--- src/rtl/rv32im_exu_ctrl.sv ---
// -----------------------------------------------------------------------------
// rv32im_exu_ctrl
//
// Sequencing controller for the RV32IM execute unit. It accepts one decoded
// instruction at a time, latches the EXU operands, and steps through the
// optional data-memory access or divide before write-back. A memory access
// that returns a bus error, or no response within MEM_TIMEOUT cycles, ends
// in a one-cycle FAULT instead of write-back.
//
// Parameters
//   MEM_TIMEOUT    max MEM cycles with mem_req_o held before a timeout fault
//                  (legal range 2..255)
//
// Ports
//   clk_i          clock, all state updates on the rising edge
//   rst_i          asynchronous active-high reset
//   issue_valid_i  decoded instruction presented
//   issue_ready_o  controller can accept an instruction (IDLE only)
//   is_load_i      instruction class flags, sampled only at issue
//   is_store_i
//   is_div_i
//   exu_latch_o    one-cycle operand latch enable, in the accept cycle
//   div_start_o    one-cycle pulse in the first DIV cycle
//   div_done_i     divider finished
//   mem_req_o      data-memory request, held for every MEM cycle
//   mem_we_o       data-memory write enable (store only)
//   mem_ack_i      data-memory acknowledge
//   mem_err_i      data-memory bus error (wins over ack)
//   wb_en_o        register-file write enable (WB, not for stores)
//   pc_en_o        PC update enable (WB only)
//   fault_o        one-cycle fault pulse
//   fault_cause_o  00 none, 01 bus error, 10 timeout; held until next issue
//   busy_o         state is not IDLE
// -----------------------------------------------------------------------------
module rv32im_exu_ctrl #(
  parameter int MEM_TIMEOUT = 16
) (
  input  logic       clk_i,
  input  logic       rst_i,
  input  logic       issue_valid_i,
  output logic       issue_ready_o,
  input  logic       is_load_i,
  input  logic       is_store_i,
  input  logic       is_div_i,
  output logic       exu_latch_o,
  output logic       div_start_o,
  input  logic       div_done_i,
  output logic       mem_req_o,
  output logic       mem_we_o,
  input  logic       mem_ack_i,
  input  logic       mem_err_i,
  output logic       wb_en_o,
  output logic       pc_en_o,
  output logic       fault_o,
  output logic [1:0] fault_cause_o,
  output logic       busy_o
);

  typedef enum logic [2:0] {
    S_IDLE,
    S_EXEC,
    S_MEM,
    S_DIV,
    S_WB,
    S_FAULT
  } state_t;

  localparam logic [1:0] CAUSE_NONE    = 2'b00;
  localparam logic [1:0] CAUSE_BUS     = 2'b01;
  localparam logic [1:0] CAUSE_TIMEOUT = 2'b10;

  // Counter value seen in the last allowed MEM cycle (counter is 0 in the first).
  localparam logic [7:0] TIMEOUT_LAST = 8'(MEM_TIMEOUT - 1);

  state_t     state_q;
  logic       load_q;
  logic       store_q;
  logic       div_q;
  logic [7:0] mem_cnt_q;

  logic accept;
  logic mem_op;
  logic store_op;

  // issue_ready_o is registered and is 1 exactly when the state is IDLE, so the
  // accept decision can use it directly. rst_i gates the accept so the reset
  // value of issue_ready_o never lets an issue through.
  assign accept      = issue_valid_i & issue_ready_o & ~rst_i;
  assign exu_latch_o = accept;

  // Load beats store when both flags are set, so only a pure store writes memory.
  assign mem_op   = load_q | store_q;
  assign store_op = store_q & ~load_q;

  // Every output except exu_latch_o is registered: each transition below
  // assigns the output values that belong to the state being entered.
  always_ff @(posedge clk_i or posedge rst_i) begin
    if (rst_i) begin
      state_q       <= S_IDLE;
      load_q        <= 1'b0;
      store_q       <= 1'b0;
      div_q         <= 1'b0;
      mem_cnt_q     <= 8'd0;
      fault_cause_o <= CAUSE_NONE;
      issue_ready_o <= 1'b1;
      busy_o        <= 1'b0;
      div_start_o   <= 1'b0;
      mem_req_o     <= 1'b0;
      mem_we_o      <= 1'b0;
      wb_en_o       <= 1'b0;
      pc_en_o       <= 1'b0;
      fault_o       <= 1'b0;
    end else begin
      // NOTE: non-blocking defaults followed by per-state overrides; the last
      // assignment in the block wins, and every register keeps a defined value
      // on every path, so nothing turns into a latch or a race.
      issue_ready_o <= 1'b0;
      busy_o        <= 1'b1;
      div_start_o   <= 1'b0;
      mem_req_o     <= 1'b0;
      mem_we_o      <= 1'b0;
      wb_en_o       <= 1'b0;
      pc_en_o       <= 1'b0;
      fault_o       <= 1'b0;

      case (state_q)
        S_IDLE: begin
          if (accept) begin
            load_q        <= is_load_i;
            store_q       <= is_store_i;
            div_q         <= is_div_i;
            fault_cause_o <= CAUSE_NONE;
            state_q       <= S_EXEC;
          end else begin
            issue_ready_o <= 1'b1;
            busy_o        <= 1'b0;
          end
        end

        S_EXEC: begin
          if (mem_op) begin
            mem_cnt_q <= 8'd0;
            mem_req_o <= 1'b1;
            mem_we_o  <= store_op;
            state_q   <= S_MEM;
          end else if (div_q) begin
            div_start_o <= 1'b1;
            state_q     <= S_DIV;
          end else begin
            wb_en_o <= 1'b1;
            pc_en_o <= 1'b1;
            state_q <= S_WB;
          end
        end

        S_MEM: begin
          mem_cnt_q <= mem_cnt_q + 8'd1;
          // Error beats ack; ack beats timeout, so an ack in the last allowed
          // cycle still completes normally.
          if (mem_err_i) begin
            fault_o       <= 1'b1;
            fault_cause_o <= CAUSE_BUS;
            state_q       <= S_FAULT;
          end else if (mem_ack_i) begin
            wb_en_o <= ~store_op;
            pc_en_o <= 1'b1;
            state_q <= S_WB;
          end else if (mem_cnt_q == TIMEOUT_LAST) begin
            fault_o       <= 1'b1;
            fault_cause_o <= CAUSE_TIMEOUT;
            state_q       <= S_FAULT;
          end else begin
            mem_req_o <= 1'b1;
            mem_we_o  <= store_op;
          end
        end

        S_DIV: begin
          // The divider has no timeout; wait as long as it takes.
          if (div_done_i) begin
            wb_en_o <= 1'b1;
            pc_en_o <= 1'b1;
            state_q <= S_WB;
          end
        end

        S_WB, S_FAULT: begin
          issue_ready_o <= 1'b1;
          busy_o        <= 1'b0;
          state_q       <= S_IDLE;
        end

        default: begin
          issue_ready_o <= 1'b1;
          busy_o        <= 1'b0;
          state_q       <= S_IDLE;
        end
      endcase
    end
  end

endmodule

--- config.mk ---
export PLATFORM = sky130hd
export DESIGN_NAME = rv32im_exu_ctrl
export DESIGN_NICKNAME = d
export VERILOG_FILES = /design/src/rtl/rv32im_exu_ctrl.sv
export SDC_FILE = /design/constraint.sdc
export NUM_CORES = 1
export LEC_CHECK = 0
export BUFFER_PORTS_ARGS = -buffer_cell sky130_fd_sc_hd__buf_2
export CORE_UTILIZATION = 54
export CTS_CLUSTER_DIAMETER = 60
export DETAILED_ROUTE_END_ITERATION = 12
export PLACE_DENSITY = 0.77
export SLEW_MARGIN = 0
export SYNTH_ARGS = -nofsm -noshare
export SYNTH_HDL_FRONTEND = slang
export SYNTH_SLANG_ARGS = --single-unit
export TNS_END_PERCENT = 10
--- constraint.sdc ---
create_clock -name clk_i -period 2.1 [get_ports clk_i]
set_input_delay 0 -clock clk_i [delete_from_list [all_inputs] [get_ports clk_i]]
set_output_delay 0 -clock clk_i [all_outputs]
set_load 0.01 [all_outputs]
After elaboration in Yosys (flattened, before gate mapping)
Index checks and enable logic that the tools add are counted.
{"block": "word_totals", "regBits": 24, "latch_bits": 0, "mem_bits_rw": 0, "mem_bits_ro": 0, "output_inout_bits": 11, "word_cells": 85, "memories": 0}
{"block": "classes", "addsub": 1, "n_mul": 0, "div": 0, "magnitude_cmp": 0, "n_eq_ne": 10, "n_shift": 0, "n_mux": 45, "n_bitwise": 7, "n_reduce_logical": 8}
{"op": "$mux 1", "n": 24}
{"op": "$mux 3", "n": 7}
{"op": "$pmux 8 s2", "n": 1}
{"op": "$pmux 3 s4", "n": 1}
{"op": "$add 8x1->8 const B", "n": 1}
{"op": "$eq 8x4->1 const B", "n": 1}
{"op": "$mux 2", "n": 4}
{"op": "$mux 8", "n": 1}
{"op": "$pmux 1 s2", "n": 4}
{"op": "$eq 3x2->1 const B", "n": 2}
{"op": "$ne 2x2->1 const B", "n": 3}
{"op": "$ne 3x3->1 const B", "n": 2}
{"op": "$pmux 1 s3", "n": 2}
{"op": "$ne 4x4->1 const B", "n": 1}
{"op": "$pmux 2 s2", "n": 1}
{"op": "$reduce_and 2->1", "n": 2}
{"op": "$reduce_and 4->1", "n": 1}
{"op": "$reduce_bool 2->1", "n": 2}
{"op": "$and 1x1->1", "n": 3}
{"op": "$eq 3x1->1 const B", "n": 1}
{"op": "$logic_not 3->1", "n": 1}
{"op": "$not 1->1", "n": 3}
{"op": "$reduce_and 3->1", "n": 1}
{"op": "$reduce_or 3->1", "n": 1}
{"op": "$or 1x1->1", "n": 1}

Depth between registers and ports, before layout
Gate-level depths: netlist (run 1).
{"block": "depth", "depth_word": 6, "mapped_depth": 6, "depth_no_buf": 5}

Least setup slack after synthesis (run 1)
Ideal clock, no wire load.
{"block": "synth_path", "path_kind": "reg-to-reg", "start": "register mem_cnt_q[0]", "end": "register fault_cause_o[1]", "setup_ps": 120, "t_arrival_ps": 1421, "required_time_ps": 1980, "slack_ps": 559, "path_stages_with_launch": 7, "n_path_buf": 1, "period_less_slack_ps": 1541, "cell_sequence": "dfrtp_1 > ha_1 > and3_1 > buf_2 > a21oi_1 > a21oi_1 > o211a_1"}
{"block": "synth_via", "elab_chain_len": 3}
{"item": "start: declaration", "line": "79", "rtl": "logic [7:0] mem_cnt_q;"}
{"item": "start signal: assignment", "line": "157", "rtl": "mem_cnt_q <= mem_cnt_q + 8'd1;"}
{"item": "$eq 8x4->1", "line": "168", "rtl": "end else if (mem_cnt_q == TIMEOUT_LAST) begin"}
{"item": "$ne 3x3->1 (no line)"}
{"item": "$reduce_and 4->1 (no line)"}
{"item": "end signal: assignment", "line": "132", "rtl": "fault_cause_o <= CAUSE_NONE;"}
{"item": "end signal: assignment", "line": "162", "rtl": "fault_cause_o <= CAUSE_BUS;"}
{"item": "end signal: assignment", "line": "170", "rtl": "fault_cause_o <= CAUSE_TIMEOUT;"}
{"item": "end: declaration", "line": "55", "rtl": "output logic [1:0] fault_cause_o,"}
Every way passes these cells.
A chain may end at the register's enable or synchronous reset.

Worst setup path after layout (run 1)
{"block": "layout_path", "start": "register state_q[2]", "end": "register state_q[0]"}
{"block": "layout_via", "elab_chain_len": 3}
{"item": "start: declaration", "line": "75", "rtl": "state_t state_q;"}
{"item": "start signal: assignment", "line": "99", "rtl": "state_q <= S_IDLE;"}
{"item": "start signal: assignment", "line": "133", "rtl": "state_q <= S_EXEC;"}
{"item": "start signal: assignment", "line": "145", "rtl": "state_q <= S_MEM;"}
{"item": "$eq 3x2->1 / $logic_not 3->1 (equally long branches)", "line": "126", "rtl": "case (state_q)"}
{"item": "$ne 4x4->1 (no line) / $ne 2x2->1 (equally long branches)"}
{"item": "$reduce_and 3->1 (no line)"}
Parallel ways exist; a longest one is shown, timed or not.

==> flow_metrics.env, run 1 <==
export IMPL_status="completed"
export IMPL_place_inst=159
export IMPL_finalPower_mw=1.60
export IMPL_area_growth_pct=14.1
export IMPL_cp_required_ps=2300
export IMPL_cts_buffers=3
export IMPL_ys_seq_area_share_pct=50.7
export IMPL_dr_pass1_iters=4
export IMPL_fin_crit_sh_pct=82.4
export IMPL_fillers=166
export IMPL_rsz0062_at_grt="no"
export IMPL_num_io_pins=20
export IMPL_fmax_ghz=0.578
export IMPL_num_rows=16
export IMPL_dieWidth_um=48.9
export IMPL_synthDominantCellAreaShare_pct=48.5
export IMPL_grt_first_pass_wirelength_um=3840
export IMPL_report_final_setup_viol=0
export IMPL_cts_root_buf="clkbuf_4"
export IMPL_final_setup_tns_ps=0
export IMPL_track_usage_pct=20.3
export IMPL_ant_nets=0
export IMPL_hold_viol=0
export IMPL_yosys_cell_types_count=39
export IMPL_drv_cap=0
export IMPL_synthesis_area_sq_um=1190
export IMPL_fin_area_sq_um=1360
export IMPL_dpl_hpwl_um=1590
export IMPL_max_slew_margin_pct=42.3
export IMPL_clk_latency_ps=310
export IMPL_critPathSlowestCell="or3b_1"
export IMPL_drv_slew=0
export IMPL_synth_edf_count=0
export IMPL_hold_buffers=5
export IMPL_cts_tree="yes"
export IMPL_path_cells="or3b_1, nor2_8, a21oi_1, a32o_1"
export IMPL_stdcell_count=168
export IMPL_max_stage_delay_ps=620
export IMPL_largest_register_ffs=8
export IMPL_whs_ps=16.1
export IMPL_final_util_pct=67.0
export IMPL_diodes=0
export IMPL_r2r_end="state_q[0]$_DFFE_PP0P_"
export IMPL_r2r_start="state_q[2]$_DFFE_PP0P_"
export IMPL_yosysTopAreaCell="dfrtp_1"
export IMPL_clockBufferDepth=2
export IMPL_timing_final_ws_setup_ps=369
export IMPL_clock_skew_ps=12.1
export IMPL_hold_depth=3
export IMPL_grt_pass1_vias=852
export IMPL_worstSetupEndpoint="state_q[0]$_DFFE_PP0P_"
export IMPL_preCtsSetupSlack_ps=402
export IMPL_grt_start_max_net_pins=25
export IMPL_ys_flop_type="dfrtp_1"
export IMPL_core_area_sq_um=2020
export IMPL_ys_seq_elements=24
export IMPL_dr_total_vias=940
export IMPL_criticalPathCategory="register to register"
export IMPL_top_register="mem_cnt_q"
export IMPL_wl_um=2210
export IMPL_syn_num_nets=126
export IMPL_place_area_sq_um=1280
export IMPL_ir_worst_vdd_uv=895
export IMPL_syn_area_per_cell_sq_um=10.2
export IMPL_drt_iter0_markers=37
export IMPL_synthTopCellsByArea="dfrtp_1, nand2_1, o21ai_1"
export IMPL_crit_arrival_ps=1940
export IMPL_viasPerCell=5.60
export IMPL_drcViolationCount=0
export IMPL_dieArea_sq_um=2390
export IMPL_htree_levels=1
export IMPL_layout_drive_gt1_share_pct=24.8
export IMPL_cp_startpoint="state_q[2]$_DFFE_PP0P_"
export IMPL_leakagePower_nw=0.665
export IMPL_overflow=0
export IMPL_yosysWarnings=0
export IMPL_worstSetupEndpointType="register"
export IMPL_reg_top3="mem_cnt_q: 8 flops, state_q: 3 flops, fault_cause_o: 2 flops"
export IMPL_chipHeight_um=48.9
export IMPL_cts_resized=0
export IMPL_min_from="div_done_i"
export IMPL_rr_worst_depth=4
export IMPL_max_slew_worst_pin_slew_ps=864
export IMPL_post_route_min_period_ps=1730
export IMPL_cts_setup_buffers=0
export IMPL_synthCells=116
export IMPL_path_max_fanout=13
export IMPL_power_density_nw_per_um2=1180
export IMPL_cts_sinks=24
export IMPL_clk_pin_slew_ps=130
export IMPL_cp_start_kind="register"
export IMPL_min_path_type="input port to register"
export IMPL_antenna_found_initial=0
export IMPL_port_buffers=19
export IMPL_async_reset_ff_share_pct=100
export IMPL_start_util_pct=58.7
export IMPL_wire_per_inst_um=13.1
export IMPL_routabilityCongestion=0.800
export IMPL_fin_nets=152
export IMPL_r2r_setup_slack_ps=370
report_power, final:
| group | internal (mW) | switching [mW] | leakage [nW] |
|---|---|---|---|
| Clock | 0.0741 | 0.134 | 0.0150 |
| Combinational | 0.298 | 0.352 | 0.336 |
| Sequential | 0.612 | 0.126 | 0.313 |
worst max-delay path, delay by kind of cell (launching register included):
kind / cells / cell delay, ps
AOI/OAI and AO/OA: 2 / 290
DFF: 1 / 550
and+or+nand+nor: 2 / 780
cells in the mapped netlist, types with 2 or more instances:
| cell type | number |
|---|---|
| inv_1 | 5 |
| o211ai_1 | 2 |
| a21oi_1 | 6 |
| nand3_1 | 3 |
| dfrtp_1 | 23 |
| and3_1 | 2 |
| o21ai_0 | 6 |
| or2b_2 | 2 |
| nor2_1 | 7 |
| a31oi_1 | 2 |
| buf_6 | 3 |
| nor3_1 | 4 |
| nand2b_1 | 3 |
| mux2_2 | 3 |
| nand2_1 | 13 |
| nor4_1 | 2 |
| o21ai_1 | 7 |
| nand4_1 | 2 |
cells by family (layout without fill, tap and decap cells):
group / Yosys count / after routing / share of synthesized area, %
AND/OR/NAND/NOR: 46 / 46 / 22.4
AO/OA/AOI/OAI: 32 / 32 / 17.0
flip-flops: 24 / 24 / 50.7
buffers and inverters: 10 / 35 / 6.01
multiplexers: 3 / 3 / 2.84
adder cells (fa/ha/maj): 1 / 1 / 1.05
how the worst min path moves through the flow:
stage	to	slack, ps
after floorplan	busy_o$_DFF_PP0_	10
after global placement	state_q[1]$_DFFE_PP0P_	230
after detailed placement	store_q$_DFFE_PP0P_	240
after CTS	pc_en_o$_DFF_PP0_	1
after global routing	pc_en_o$_DFF_PP0_	20
final	pc_en_o$_DFF_PP0_	20
layout by cell type, fill, tap and decap left out, types with 2 or more instances in the layout:
| master | n |
|---|---|
| dfrtp_1 | 23 |
| buf_2 | 19 |
| nand2_1 | 13 |
| nor2_1 | 7 |
| o21ai_1 | 7 |
| a21oi_1 | 6 |
| o21ai_0 | 6 |
| inv_1 | 5 |
| dlygate4sd3_1 | 5 |
| nor3_1 | 4 |
| mux2_2 | 3 |
| nand2b_1 | 3 |
| nand3_1 | 3 |
| clkbuf_4 | 3 |
| and3_1 | 2 |
| nor4_1 | 2 |
| o211ai_1 | 2 |
| nand4_1 | 2 |
| or2b_2 | 2 |
| a31oi_1 | 2 |
| buf_4 | 2 |
layout make-up:
| cell class | count | area, sq um | area share (%) |
|---|---|---|---|
| flip-flops and latches | 24 | 602 | 44.4 |
| multi-input cells | 82 | 514 | 38.0 |
| repair buffers | 26 | 160 | 11.8 |
| well taps | 27 | 33.8 | 2.49 |
| clock buffers | 4 | 26.3 | 1.94 |
| inverters | 5 | 18.8 | 1.39 |
per-layer routing:
layer	track usage, %	share of wire, %	vias up
met5	0	0	-
met4	4.90	0.77	0
met3	3.12	5.3	2
met2	33.1	45	31
met1	28.5	49	442
li1	-	-	465
Note: power is estimated with default switching activity, not from simulation.
==> inputs of run 2 (changes only) <==
--- a/config.mk
+++ b/config.mk
@@ -5,6 +5,7 @@
 export SDC_FILE = /design/constraint.sdc
 export NUM_CORES = 1
 export LEC_CHECK = 0
+export ABC_AREA = 1
 export BUFFER_PORTS_ARGS = -buffer_cell sky130_fd_sc_hd__buf_2
 export CORE_UTILIZATION = 54
 export CTS_CLUSTER_DIAMETER = 60
==> constraint.sdc (replaced) <==
create_clock -name clk_i -period 1.7 [get_ports clk_i]
set_input_delay 0 -clock clk_i [delete_from_list [all_inputs] [get_ports clk_i]]
set_output_delay 0 -clock clk_i [all_outputs]
set_load 0.01 [all_outputs]
==> flow_metrics.env, run 2 <==
export IMPL_status="completed"
export IMPL_synthAdderAreaFrac_pct=1.07
export IMPL_yosys_cell_types_count=20
export IMPL_drv_slew=0
export IMPL_synth_most_common_cell="nand2_1"
export IMPL_cts_resized=0
export IMPL_area_growth_pct=19.1
export IMPL_synthCells=138
export IMPL_leakagePower_nw=0.734
export IMPL_ys_flop_type="dfrtp_1"
export IMPL_cts_sinks=24
export IMPL_dpl_hpwl_um=1750
export IMPL_cts_tree="yes"
export IMPL_synth_edf_count=0
export IMPL_cts_buffers=3
export IMPL_core_area_sq_um=2000
export IMPL_final_util_pct=69.4
export IMPL_ant_nets=0
export IMPL_clockBufferDepth=2
export IMPL_layout_common_cells="nand2_1, dfrtp_1, buf_2"
export IMPL_wire_per_inst_um=11.7
export IMPL_async_reset_ff_share_pct=100
export IMPL_wl_um=2270
export IMPL_port_buffers=19
export IMPL_overflow=0
export IMPL_path_max_fanout=4
export IMPL_track_usage_pct=22.1
export IMPL_viasPerCell=5.07
export IMPL_post_route_min_period_ps=1350
export IMPL_stdcell_count=194
export IMPL_synthDominantCellAreaShare_pct=49.4
export IMPL_top_register="mem_cnt_q"
export IMPL_layout_drive_gt1_share_pct=29.9
export IMPL_ys_seq_area_share_pct=51.6
export IMPL_diodes=0
export IMPL_dieArea_sq_um=2350
export IMPL_synth_top_family_by_area="simple AND/OR/NAND/NOR gates"
export IMPL_synth_xor_area_share_pct=0
export IMPL_grt_start_max_net_pins=25
export IMPL_synthesis_area_sq_um=1170
export IMPL_rr_worst_depth=8
export IMPL_reg_top3="mem_cnt_q: 8 flops, state_q: 3 flops, fault_cause_o: 2 flops"
export IMPL_drt_iter0_markers=10
export IMPL_place_inst=185
export IMPL_ir_worst_vdd_uv=947
export IMPL_fin_area_sq_um=1390
export IMPL_fin_nets=178
export IMPL_fin_crit_sh_pct=79.5
export IMPL_final_setup_tns_ps=0
export IMPL_start_util_pct=58.2
export IMPL_ys_seq_elements=24
export IMPL_syn_area_per_cell_sq_um=8.45
export IMPL_rsz0062_at_grt="no"
export IMPL_synthTopCellsByArea="dfrtp_1, nand2_1, nand3_1"
export IMPL_synth_mux_area_share_pct=0
export IMPL_power_density_nw_per_um2=1440
export IMPL_crit_arrival_ps=1560
export IMPL_final_common_cell="nand2_1"
export IMPL_synthTopCellsByCount="nand2_1, dfrtp_1, inv_1, nand3_1, nor2_1"
export IMPL_report_final_setup_viol=0
export IMPL_hold_depth=3
export IMPL_clock_skew_ps=4.21
export IMPL_htree_levels=1
export IMPL_largest_register_ffs=8
export IMPL_clk_pin_slew_ps=120
export IMPL_synthSimpleGateAreaFrac_pct=33.0
export IMPL_fmax_ghz=0.740
export IMPL_dr_pass1_iters=4
export IMPL_max_slew_margin_pct=80.2
export IMPL_chipHeight_um=48.5
export IMPL_cp_start_kind="register"
export IMPL_synth_compound_area_share_pct=7.19
export IMPL_max_slew_worst_pin_slew_ps=298
export IMPL_num_io_pins=20
export IMPL_yosysTopAreaCell="dfrtp_1"
export IMPL_antenna_found_initial=0
export IMPL_min_path_type="input port to register"
export IMPL_syn_num_nets=148
export IMPL_num_rows=16
export IMPL_drcViolationCount=0
export IMPL_cts_root_buf="clkbuf_4"
export IMPL_yosysWarnings=0
export IMPL_hold_viol=0
export IMPL_grt_pass1_vias=1003
export IMPL_criticalPathCategory="register to register"
export IMPL_grt_first_pass_wirelength_um=4050
export IMPL_dr_total_vias=984
export IMPL_drv_cap=0
export IMPL_clk_latency_ps=310
export IMPL_worstSetupEndpointType="register"
export IMPL_cp_required_ps=1910
export IMPL_routabilityCongestion=0.839
export IMPL_dieWidth_um=48.5
export IMPL_place_area_sq_um=1300
-- run 2: cell types whose count changed after synthesis, sizes merged, moves of 3 or more --
cell    previous run  this run
nor3               4         0
buf                4         0
o21ai             13         7
nand3              3        16
mux2               3         0
inv                5        22
nand2             13        35
nand2b             3         0
nor2               8        21
-- run 2: layout make-up --
type,instances,area (sq um)
Clock buffer,4,36.3
Timing Repair Buffer,25,153
Inverter,22,82.6
Multi-Input combinational cell,92,482
Fill cell,170,613
Sequential cell,24,602
Tap cell,27,33.8
-- run 2: worst paths after layout --
kind / start / endpoint / slack, ps
setup reg to reg: mem_cnt_q[0]$_DFFE_PP0P_ / fault_cause_o[0]$_DFFE_PP0P_ / 350
setup / recovery: mem_cnt_q[0]$_DFFE_PP0P_ / fault_cause_o[0]$_DFFE_PP0P_ / 350
max in group asynchronous: rst_i / issue_ready_o$_DFF_PP1_ / 1080
min in group asynchronous: rst_i / store_q$_DFFE_PP0P_ / 340
hold reg to reg: fault_cause_o[0]$_DFFE_PP0P_ / fault_cause_o[0]$_DFFE_PP0P_ / 480
hold / removal: mem_err_i / fault_cause_o[0]$_DFFE_PP0P_ / 9
-- run 2: power by group --
part / total [mW] / internal, mW / switching, mW / leakage, nW
clock network: 0.295 / 0.131 / 0.164 / 0.0210
registers: 0.857 / 0.750 / 0.107 / 0.310
logic: 0.850 / 0.297 / 0.553 / 0.403
-- run 2: what timing repair did --
item | 4_1_cts | 5_1_grt
endpoints found under the hold margin | 28 | 0
setup buffers | 0 | 0
hold buffers | 5 | 0
-- run 2: logic make-up (layout without fill, tap and decap cells) --
family,Yosys count,count (layout)
AOI/OAI and AO/OA,16,16
adders and majority gates,1,1
and+or+nand+nor,75,75
buffers and inverters,22,51
DFF,24,24
-- run 2: critical path, stage by stage (launching register included) --
cell and delay, ps:
dfrtp_1 420, ha_1 210, nand2_2 80, nor2_2 140, nand3_2 130, nand3_1 110
nand2_1 80, nand2_1 60, nand2_1 40
-- run 2: stage by stage --
step / hold WS, ps / power [mW] / setup WS [ps]
4_1_cts: 4.66 / 2.02 / 350
2_1_floorplan: 22.1 / 1.48 / 344
5_1_grt: 7.90 / 2.18 / 204
3_5_place_dp: 142 / 1.71 / 376
6_report: 8.85 / 2.00 / 348
3_3_place_gp: 128 / 1.68 / 430
-- run 2: metal layers --
metal / up-vias / GRT usage [%] / routed length, um
met2: 25 / 40.8 / 1190
met5: - / 0 / 0
met1: 466 / 26.6 / 980
met3: 2 / 2.83 / 83
li1: 491 / - / -
met4: 0 / 6.86 / 14
==> inputs of run 3 (changes only) <==
--- a/config.mk
+++ b/config.mk
@@ -5,12 +5,12 @@
 export SDC_FILE = /design/constraint.sdc
 export NUM_CORES = 1
 export LEC_CHECK = 0
-export ABC_AREA = 1
+export ABC_AREA = 0
 export BUFFER_PORTS_ARGS = -buffer_cell sky130_fd_sc_hd__buf_2
-export CORE_UTILIZATION = 54
+export CORE_UTILIZATION = 49
 export CTS_CLUSTER_DIAMETER = 60
 export DETAILED_ROUTE_END_ITERATION = 12
-export PLACE_DENSITY = 0.77
+export PLACE_DENSITY = 0.74
 export SLEW_MARGIN = 0
 export SYNTH_ARGS = -nofsm -noshare
 export SYNTH_HDL_FRONTEND = slang
==> constraint.sdc (replaced) <==
create_clock -name clk_i -period 1.15 [get_ports clk_i]
set_input_delay 0 -clock clk_i [delete_from_list [all_inputs] [get_ports clk_i]]
set_output_delay 0 -clock clk_i [all_outputs]
set_load 0.01 [all_outputs]
==> flow_metrics.env, run 3 (synthesized netlist as in run 1, its figures left out) <==
export IMPL_top_layer="met4"
export IMPL_top_register="mem_cnt_q"
export IMPL_core_area_sq_um=2250
export IMPL_critPathTopFamily="simple AND/OR/NAND/NOR gates"
export IMPL_hold_depth=3
export IMPL_path_cells="or3b_4, buf_6, a31oi_1, o21ai_1, o21ai_1"
export IMPL_num_rows=17
export IMPL_path_max_fanout=4
export IMPL_post_route_min_period_ps=1430
export IMPL_cts_root_buf="clkbuf_4"
export IMPL_area_growth_pct=48.7
export IMPL_port_buffers=19
export IMPL_p_comb_share_pct=52.5
export IMPL_rr_worst_depth=5
export IMPL_dieWidth_um=51.2
export IMPL_final_setup_tns_ps=-3790
export IMPL_ant_nets=0
export IMPL_clk_pin_slew_ps=130
export IMPL_fillers=140
export IMPL_num_io_pins=20
export IMPL_start_util_pct=52.7
export IMPL_layout_drive_gt1_share_pct=52.9
export IMPL_report_final_setup_viol=25
export IMPL_finalPower_mw=3.98
export IMPL_worstSetupEndpointType="register"
export IMPL_criticalPathCategory="register to register"
export IMPL_wl_um=2890
export IMPL_clockBufferDepth=2
export IMPL_p_int_mw=2.56
export IMPL_dieArea_sq_um=2620
export IMPL_max_slew_margin_pct=80.1
export IMPL_dr_total_vias=1085
export IMPL_chipHeight_um=51.2
export IMPL_layout_common_cells="buf_4, dfrtp_1, buf_2"
export IMPL_antenna_found_initial=0
export IMPL_routabilityCongestion=0.845
export IMPL_hold_viol=0
export IMPL_largest_register_ffs=8
export IMPL_dpl_hpwl_um=1810
export IMPL_swShare_pct=35.7
export IMPL_status="finished, violations left"
export IMPL_cts_tree="yes"
export IMPL_met1_length_um=1320
export IMPL_grt_first_pass_wirelength_um=4580
export IMPL_drv_cap=0
export IMPL_grt_pass1_vias=1050
export IMPL_met2WireLength_um=1480
export IMPL_whs_ps=26.0
export IMPL_fin_area_sq_um=1770
export IMPL_diodes=0
export IMPL_min_from="mem_err_i"
export IMPL_drt_iter0_markers=19
export IMPL_clock_power_share_pct=15.3
export IMPL_min_path_type="input port to register"
export IMPL_power_density_nw_per_um2=2250
export IMPL_grt_start_max_net_pins=25
export IMPL_rsz0062_at_grt="yes"
export IMPL_htree_levels=1
export IMPL_max_stage_delay_ps=460
export IMPL_drcViolationCount=0
export IMPL_track_usage_pct=23.6
export IMPL_dr_pass1_iters=4
export IMPL_ir_worst_vdd_uv=1680
export IMPL_met3WireLength_um=55
export IMPL_cts_buffers=3
export IMPL_fin_nets=183
export IMPL_viasPerCell=5.43
export IMPL_cp_startpoint="state_q[2]$_DFFE_PP0P_"
export IMPL_violations="setup timing"
export IMPL_cp_buffers_inverters=1
export IMPL_fin_crit_sh_pct=124
export IMPL_crit_top_cell="o21ai_1"
export IMPL_cp_start_kind="register"
export IMPL_wire_per_inst_um=14.5
export IMPL_multi_input_area_sq_um=642
export IMPL_p_sw_mw=1.42
export IMPL_place_area_sq_um=1480
export IMPL_drv_slew=0
export IMPL_leakagePower_nw=0.865
export IMPL_clock_skew_ps=2.28
export IMPL_cts_sinks=24
export IMPL_clk_latency_ps=310
export IMPL_overflow=0
export IMPL_regArea_sq_um=602
export IMPL_r2r_end="mem_cnt_q[6]$_DFFE_PP0P_"
export IMPL_final_common_cell="buf_4"
export IMPL_critPathSlowestCell="or3b_4"
export IMPL_r2r_start="state_q[2]$_DFFE_PP0P_"
export IMPL_min_to="fault_o$_DFF_PP0_"
export IMPL_crit_arrival_ps=1680
export IMPL_seq_power_share_pct=32.2
export IMPL_reg_top3="mem_cnt_q: 8 flops, state_q: 3 flops, fault_cause_o: 2 flops"
export IMPL_timing_final_ws_setup_ps=-277
export IMPL_r2r_setup_slack_ps=-280
export IMPL_cp_required_ps=1400
export IMPL_fmax_ghz=0.701
export IMPL_max_slew_worst_pin_slew_ps=299
==> run 3: worst max-delay path by stage <==
stage / end / depth (start not counted)
after floorplan: mem_cnt_q[6]$_DFFE_PP0P_ / 5
after global placement: mem_cnt_q[7]$_DFFE_PP0P_ / 5
after detailed placement: mem_cnt_q[4]$_DFFE_PP0P_ / 4
after CTS: mem_cnt_q[7]$_DFFE_PP0P_ / 5
after global routing: mem_cnt_q[6]$_DFFE_PP0P_ / 5
final: mem_cnt_q[6]$_DFFE_PP0P_ / 5
==> run 3: layer usage <==
| layer | global-route usage [%] | vias up |
|---|---|---|
| li1 | - | 524 |
| met4 | 10.8 | 0 |
| met3 | 2.38 | 4 |
| met2 | 41.2 | 17 |
| met5 | 0 | - |
| met1 | 29.3 | 540 |
==> run 3: cell type report <==
cell class / instances / area share (%)
clock buffers: 3 / 1.28
clock inverters: 1 / 1.70
well taps: 28 / 1.98
repair buffers: 57 / 23.5
flip-flops and latches: 24 / 34.1
multi-input cells: 82 / 36.4
inverters: 5 / 1.06
==> run 3: per-stage QoR <==
step | setup slack (ps) | std cells | util, %
finish | -277 | 200 | 78.3
global route | -353 | 200 | 78.3
CTS | -237 | 200 | 76.6
detailed placement | -288 | 183 | 65.6
global placement | -255 | 183 | 65.6
floorplan | -248 | 116 | -
==> run 3: power by group through the flow <==
| stage | Clock, mW | Sequential, mW | Combinational [mW] |
|---|---|---|---|
| detailed placement | 0 | 1.27 | 1.57 |
| floorplan | 0 | 1.38 | 0.926 |
| CTS | 0.621 | 1.27 | 1.98 |
| finish | 0.608 | 1.28 | 2.09 |
| global placement | 0 | 1.26 | 1.54 |
| global route | 0.644 | 1.32 | 2.24 |
==> run 3: what timing repair did <==
action	4_1_cts	5_1_grt
resized for setup	24	8
pin swaps	16	2
setup endpoints to repair	24	25
cloned	0	0
hold buffers	5	0
buffers inserted	8	0
endpoints found under the hold margin	30	0
==> run 3: worst min-delay path, delay by kind of cell <==
family	cells	cell delay (ps)
AOI/OAI and AO/OA	1	50
buffers and inverters	1	180
and+or+nand+nor	1	80
